File: src/rtl/pipe_skid_stage_pkg.sv
// Shared definitions for the skid-buffered pipeline stage: default widths,
// the storage state encoding and a state-to-occupancy helper.
package pipe_skid_stage_pkg;

  localparam int DATA_W_DEF = 32;
  localparam int IMM_W_DEF  = 16;
  localparam int CNT_W_DEF  = 16;

  typedef enum logic [1:0] {
    ST_EMPTY = 2'd0,
    ST_ONE   = 2'd1,
    ST_FULL  = 2'd2
  } skid_state_e;

  function automatic logic [1:0] occupancy_of(input skid_state_e s);
    case (s)
      ST_ONE:  return 2'd1;
      ST_FULL: return 2'd2;
      default: return 2'd0;
    endcase
  endfunction

endpackage

File: src/rtl/imm_extend.sv
// Extends the low IMM_W bits of an instruction word to DATA_W bits,
// sign- or zero-filling the upper bits as selected by ext_sign.
module imm_extend
  import pipe_skid_stage_pkg::*;
#(
  parameter int IMM_W  = IMM_W_DEF,
  parameter int DATA_W = DATA_W_DEF
) (
  input  logic [DATA_W-1:0] data,
  input  logic              ext_sign,
  output logic [DATA_W-1:0] imm
);

  // All-ones over the immediate field; zero-width upper part when IMM_W == DATA_W.
  localparam logic [DATA_W-1:0] LOW_MASK = {DATA_W{1'b1}} >> (DATA_W - IMM_W);

  logic fill;

  assign fill = ext_sign & data[IMM_W-1];
  assign imm  = (data & LOW_MASK) | ({DATA_W{fill}} & ~LOW_MASK);

endmodule

File: src/rtl/pipe_skid_stage.sv
// Two-entry skid-buffered instruction pipeline stage with flush, downstream
// hold, immediate extraction and a saturating stall-cycle counter.
module pipe_skid_stage
  import pipe_skid_stage_pkg::*;
#(
  parameter int DATA_W = DATA_W_DEF,
  parameter int IMM_W  = IMM_W_DEF,
  parameter int CNT_W  = CNT_W_DEF
) (
  input  logic              clk,
  input  logic              rst,
  input  logic              in_valid,
  output logic              in_ready,
  input  logic [DATA_W-1:0] in_data,
  input  logic              flush,
  input  logic              hold,
  input  logic              ext_sign,
  output logic              out_valid,
  input  logic              out_ready,
  output logic [DATA_W-1:0] out_data,
  output logic [DATA_W-1:0] out_imm,
  output logic [1:0]        occupancy,
  output logic [CNT_W-1:0]  hold_cycles
);

  skid_state_e       state_q, state_d;
  logic [DATA_W-1:0] main_q, main_d;
  logic [DATA_W-1:0] skid_q, skid_d;
  logic [CNT_W-1:0]  hold_q;
  logic              push, pop, hold_inc;

  // in_ready depends on registered state only, so out_ready never reaches it.
  assign in_ready  = (state_q != ST_FULL);
  assign out_valid = (state_q != ST_EMPTY) && !hold;
  assign push      = in_valid && in_ready && !flush;
  assign pop       = out_valid && out_ready && !flush;
  assign hold_inc  = hold && (state_q != ST_EMPTY) && (hold_q != {CNT_W{1'b1}});

  always_comb begin
    // NOTE: every signal driven here gets a default first, so no path can infer a latch.
    state_d = state_q;
    main_d  = main_q;
    skid_d  = skid_q;
    if (flush) begin
      state_d = ST_EMPTY;
      main_d  = '0;
      skid_d  = '0;
    end else begin
      case (state_q)
        ST_EMPTY: begin
          if (push) begin
            main_d  = in_data;
            state_d = ST_ONE;
          end
        end
        ST_ONE: begin
          if (push && !pop) begin
            skid_d  = in_data;
            state_d = ST_FULL;
          end else if (push && pop) begin
            main_d  = in_data;
          end else if (pop) begin
            main_d  = '0;
            state_d = ST_EMPTY;
          end
        end
        ST_FULL: begin
          if (pop) begin
            main_d  = skid_q;
            skid_d  = '0;
            state_d = ST_ONE;
          end
        end
        default: begin
          state_d = ST_EMPTY;
          main_d  = '0;
          skid_d  = '0;
        end
      endcase
    end
  end

  // NOTE: sequential state uses non-blocking assignments so every register
  // samples pre-edge values regardless of statement order.
  // NOTE: the data registers are reset (not just the state) because out_data
  // must present a zero NOP bubble whenever the stage is empty.
  always_ff @(posedge clk or negedge rst) begin
    if (!rst) begin
      state_q <= ST_EMPTY;
      main_q  <= '0;
      skid_q  <= '0;
    end else begin
      state_q <= state_d;
      main_q  <= main_d;
      skid_q  <= skid_d;
    end
  end

  // Stall counter survives flush; only reset clears it.
  always_ff @(posedge clk or negedge rst) begin
    if (!rst) begin
      hold_q <= '0;
    end else if (hold_inc) begin
      hold_q <= hold_q + CNT_W'(1);
    end
  end

  assign out_data    = main_q;
  assign occupancy   = occupancy_of(state_q);
  assign hold_cycles = hold_q;

  imm_extend #(
    .IMM_W  (IMM_W),
    .DATA_W (DATA_W)
  ) u_imm_extend (
    .data     (main_q),
    .ext_sign (ext_sign),
    .imm      (out_imm)
  );

endmodule
File: config.mk
export PLATFORM = sky130hd
export DESIGN_NAME = pipe_skid_stage
export DESIGN_NICKNAME = d
export VERILOG_FILES = /design/src/rtl/pipe_skid_stage_pkg.sv /design/src/rtl/imm_extend.sv /design/src/rtl/pipe_skid_stage.sv
export SDC_FILE = /design/constraint.sdc
export NUM_CORES = 1
export LEC_CHECK = 0
export CORE_ASPECT_RATIO = 1.2
export CORE_UTILIZATION = 51
export DETAILED_ROUTE_END_ITERATION = 10
export PLACE_DENSITY = 0.87
export SLEW_MARGIN = 20
export SYNTH_ARGS = -nofsm -noshare
export SYNTH_HDL_FRONTEND = slang
export SYNTH_HIERARCHICAL = 1
export SYNTH_SLANG_ARGS = --single-unit
export TNS_END_PERCENT = 100
File: constraint.sdc
create_clock -name clk -period 4.4 [get_ports clk]
set_input_delay 1.1 -clock clk [delete_from_list [all_inputs] [get_ports clk]]
set_output_delay 1.1 -clock clk [all_outputs]
set_load 0.01 [all_outputs]
==> metrics.txt <==
CTS tree=done; PwrDens=342 nW/um2; worst setup path endpoint=out_imm[30]; Final Cell Area=5290 um2; die width=83.3 um; maximum net fanout on the critical path=16; GR Util met2=0.385; Post-synth EDFFs=0; Worst-Margin Slew=0.911 ns; required time worst endpoint=3.30 ns; proportion of layout cells with a drive suffix above 1=0.0685; core area=7660 um2; CTS max path bufs=2; CP Class=in2out; fin nets=502; total clock buffers created by CTS=9; CP Launch Type=primary input; slew margin rel.=0.392; area share of the largest cell type after synthesis=0.508; initial antenna violation count=0; Mapped Nets=420; total congestion overflow=0; sequential share of the synthesized area=0.508; die area=8280 um2; htree depth=3; Netlist cell types=36; Reg-to-Reg End=skid_q[21]; beginning of the critical path=ext_sign; Post-CTS Setup Inserts=0; Hold Crit Class=reg2reg; Fin Setup TNS=0 ns; r2r setup slk=2.23 ns; top cell type by total area after synthesis=dfrtp_1; Hold Slack=0.496 ns; Post-DP HPWL=6110 um; IO Pins=123; Max Fclk=0.273 GHz; Mapped Cells=380; Routed WL per cell=16.1 um; M1 GR Usage=0.270; DP Area=5100 um2; Most Crowded Layer GR=met2; GPL Wtd Cong=0.818; drt drc=0; Mapped Avg Cell Area=10.6 um2; FP Rows=35; Resized Gates After CTS=0; number of global-route vias before repair=3148; crit path DAT=2.56 ns; clock root buffer=clkbuf_8; worst skew pair latency=0.36 ns; unrepaired setup endpoints after global routing=false; top cells by area, synth=dfrtp_1 51%, mux2i_1 8.4%, o2bb2ai_1 6.9%, buf_4 6.1%, a22oi_1 5.9%; DRT Wirelength=8990 um; commonest non-fill, non-tap cells in the layout=121 x clkdlybuf4s50_1, 82 x dfrtp_1, 39 x nand2_1; Synth Flop Type=dfrtp_1; ant diodes=0; synth warn=6; die height=99.5 um; M3 GR Usage=0.0390; 1st-pass router iterations=4; Area Overhead vs Synth=31.0%; DR vias=3127; initial core utilization=0.527; register area=2050 um2; Reg clk slew, reported paths=0.09 ns; reg2reg path depth=5; first-pass GRT wire length=14800 um; Post-Syn Area=4040 um2; fillers=573; Min Clock Period, post-route=3.66 ns; skew final=0.0151 ns; Setup-failing EPs final=0; commonest non-fill, non-tap cell in the layout=clkdlybuf4s50_1; hold buffer count at CTS=0; Final Slew Violations=0; #FFs+latches synth=82; largest net degree at the start of global routing=83; status=finished clean; DR iter-0 viols=137; R2R Path Start=state_q[0]; total track usage=0.224; async set-reset flop share out of synthesis=1.00; Critical Path Sink Type=primary output; area of the multi-input gates=1540 um2; via density per instance=5.59; Tcrit/Tclk final=0.832; Final Hold Fails=0; Peak VDD IR=231 uV; Antenna Nets Post-Route=0; Pleak=2.31 nW; CTS Sinks=82; Max Cap Violations=0; Buffers on Ports=122
[synthesized netlist by cell type (2+ instances only)]
cell / count
nor2_1: 10
nor3_1: 5
dfrtp_1: 82
a21oi_1: 4
nand2_1: 39
clkbuf_1: 18
a22oi_1: 32
o2111ai_1: 2
buf_2: 3
nand3_1: 5
buf_6: 2
xor2_1: 7
inv_1: 34
o2bb2ai_1: 32
nand3b_1: 3
nand4_1: 5
buf_4: 33
mux2i_1: 34
xnor2_1: 8
nor2b_1: 6
[through the flow]
stage	total power [mW]	setup slack [ns]	utilization	std cells
finish	1.81	0.740	0.690	559
global route	1.89	0.642	0.690	559
CTS	1.83	0.712	0.690	559
detailed placement	1.31	0.718	0.666	543
global placement	1.30	0.770	0.666	543
floorplan	1.09	1.65	-	380
[where the power goes]
part / switching (mW) / internal, mW / total [mW]
registers: 0.0641 / 0.815 / 0.879
clock network: 0.301 / 0.217 / 0.518
logic: 0.190 / 0.225 / 0.414
total: 0.555 / 1.26 / 1.81
[critical path: stages]
cell and delay (ns):
clkdlybuf4s50_1 0.45, and2_1 0.39, clkdlybuf4s50_1 0.63
[registers in the layout, summed over array words and instances (netlist names)]
| signal | flops |
|---|---|
| hold_cycles | 16 |
| out_data | 32 |
| skid_q | 32 |
| state_q | 2 |
[cell families (layout without fill, tap and decap cells)]
logic type               after synthesis  after routing  synth area share
AO/OA/AOI/OAI                         75             75             0.148
AND/OR/NAND/NOR                       82             82             0.102
flip-flops                            82             82             0.508
buffers and inverters                 90            177             0.119
XOR/XNOR                              15             15            0.0325
multiplexers                          35             35            0.0880
adder cells (fa/ha/maj)                1              1           0.00310
[worst min-delay path by stage]
stage            startpoint      endpoint  slack, ns  cells past startpoint
4_1_cts        out_data[21]  out_data[21]       0.50                      1
3_3_place_gp   out_data[16]  out_data[16]       0.47                      1
3_5_place_dp   out_data[21]  out_data[21]       0.48                      1
5_1_grt        out_data[16]  out_data[16]       0.52                      1
2_1_floorplan     skid_q[0]     skid_q[0]       0.49                      2
6_report       out_data[21]  out_data[21]       0.50                      1
[layer usage]
layer / routed length (um) / up-vias / share of wire
met4: 252 / 0 / 0.028
met5: 0 / - / 0
met2: 4530 / 123 / 0.50
met3: 523 / 23 / 0.058
li1: - / 1443 / -
met1: 3690 / 1538 / 0.41
[area by class of cell]
cell class,count,share of cell area
Tap cell,92,0.0218
Multi-Input combinational cell,208,0.291
Sequential cell,82,0.388
Clock buffer,9,0.0234
Inverter,34,0.0241
Timing Repair Buffer,127,0.240
Clock inverter,7,0.0116
Note: power is estimated with default switching activity, not from simulation.
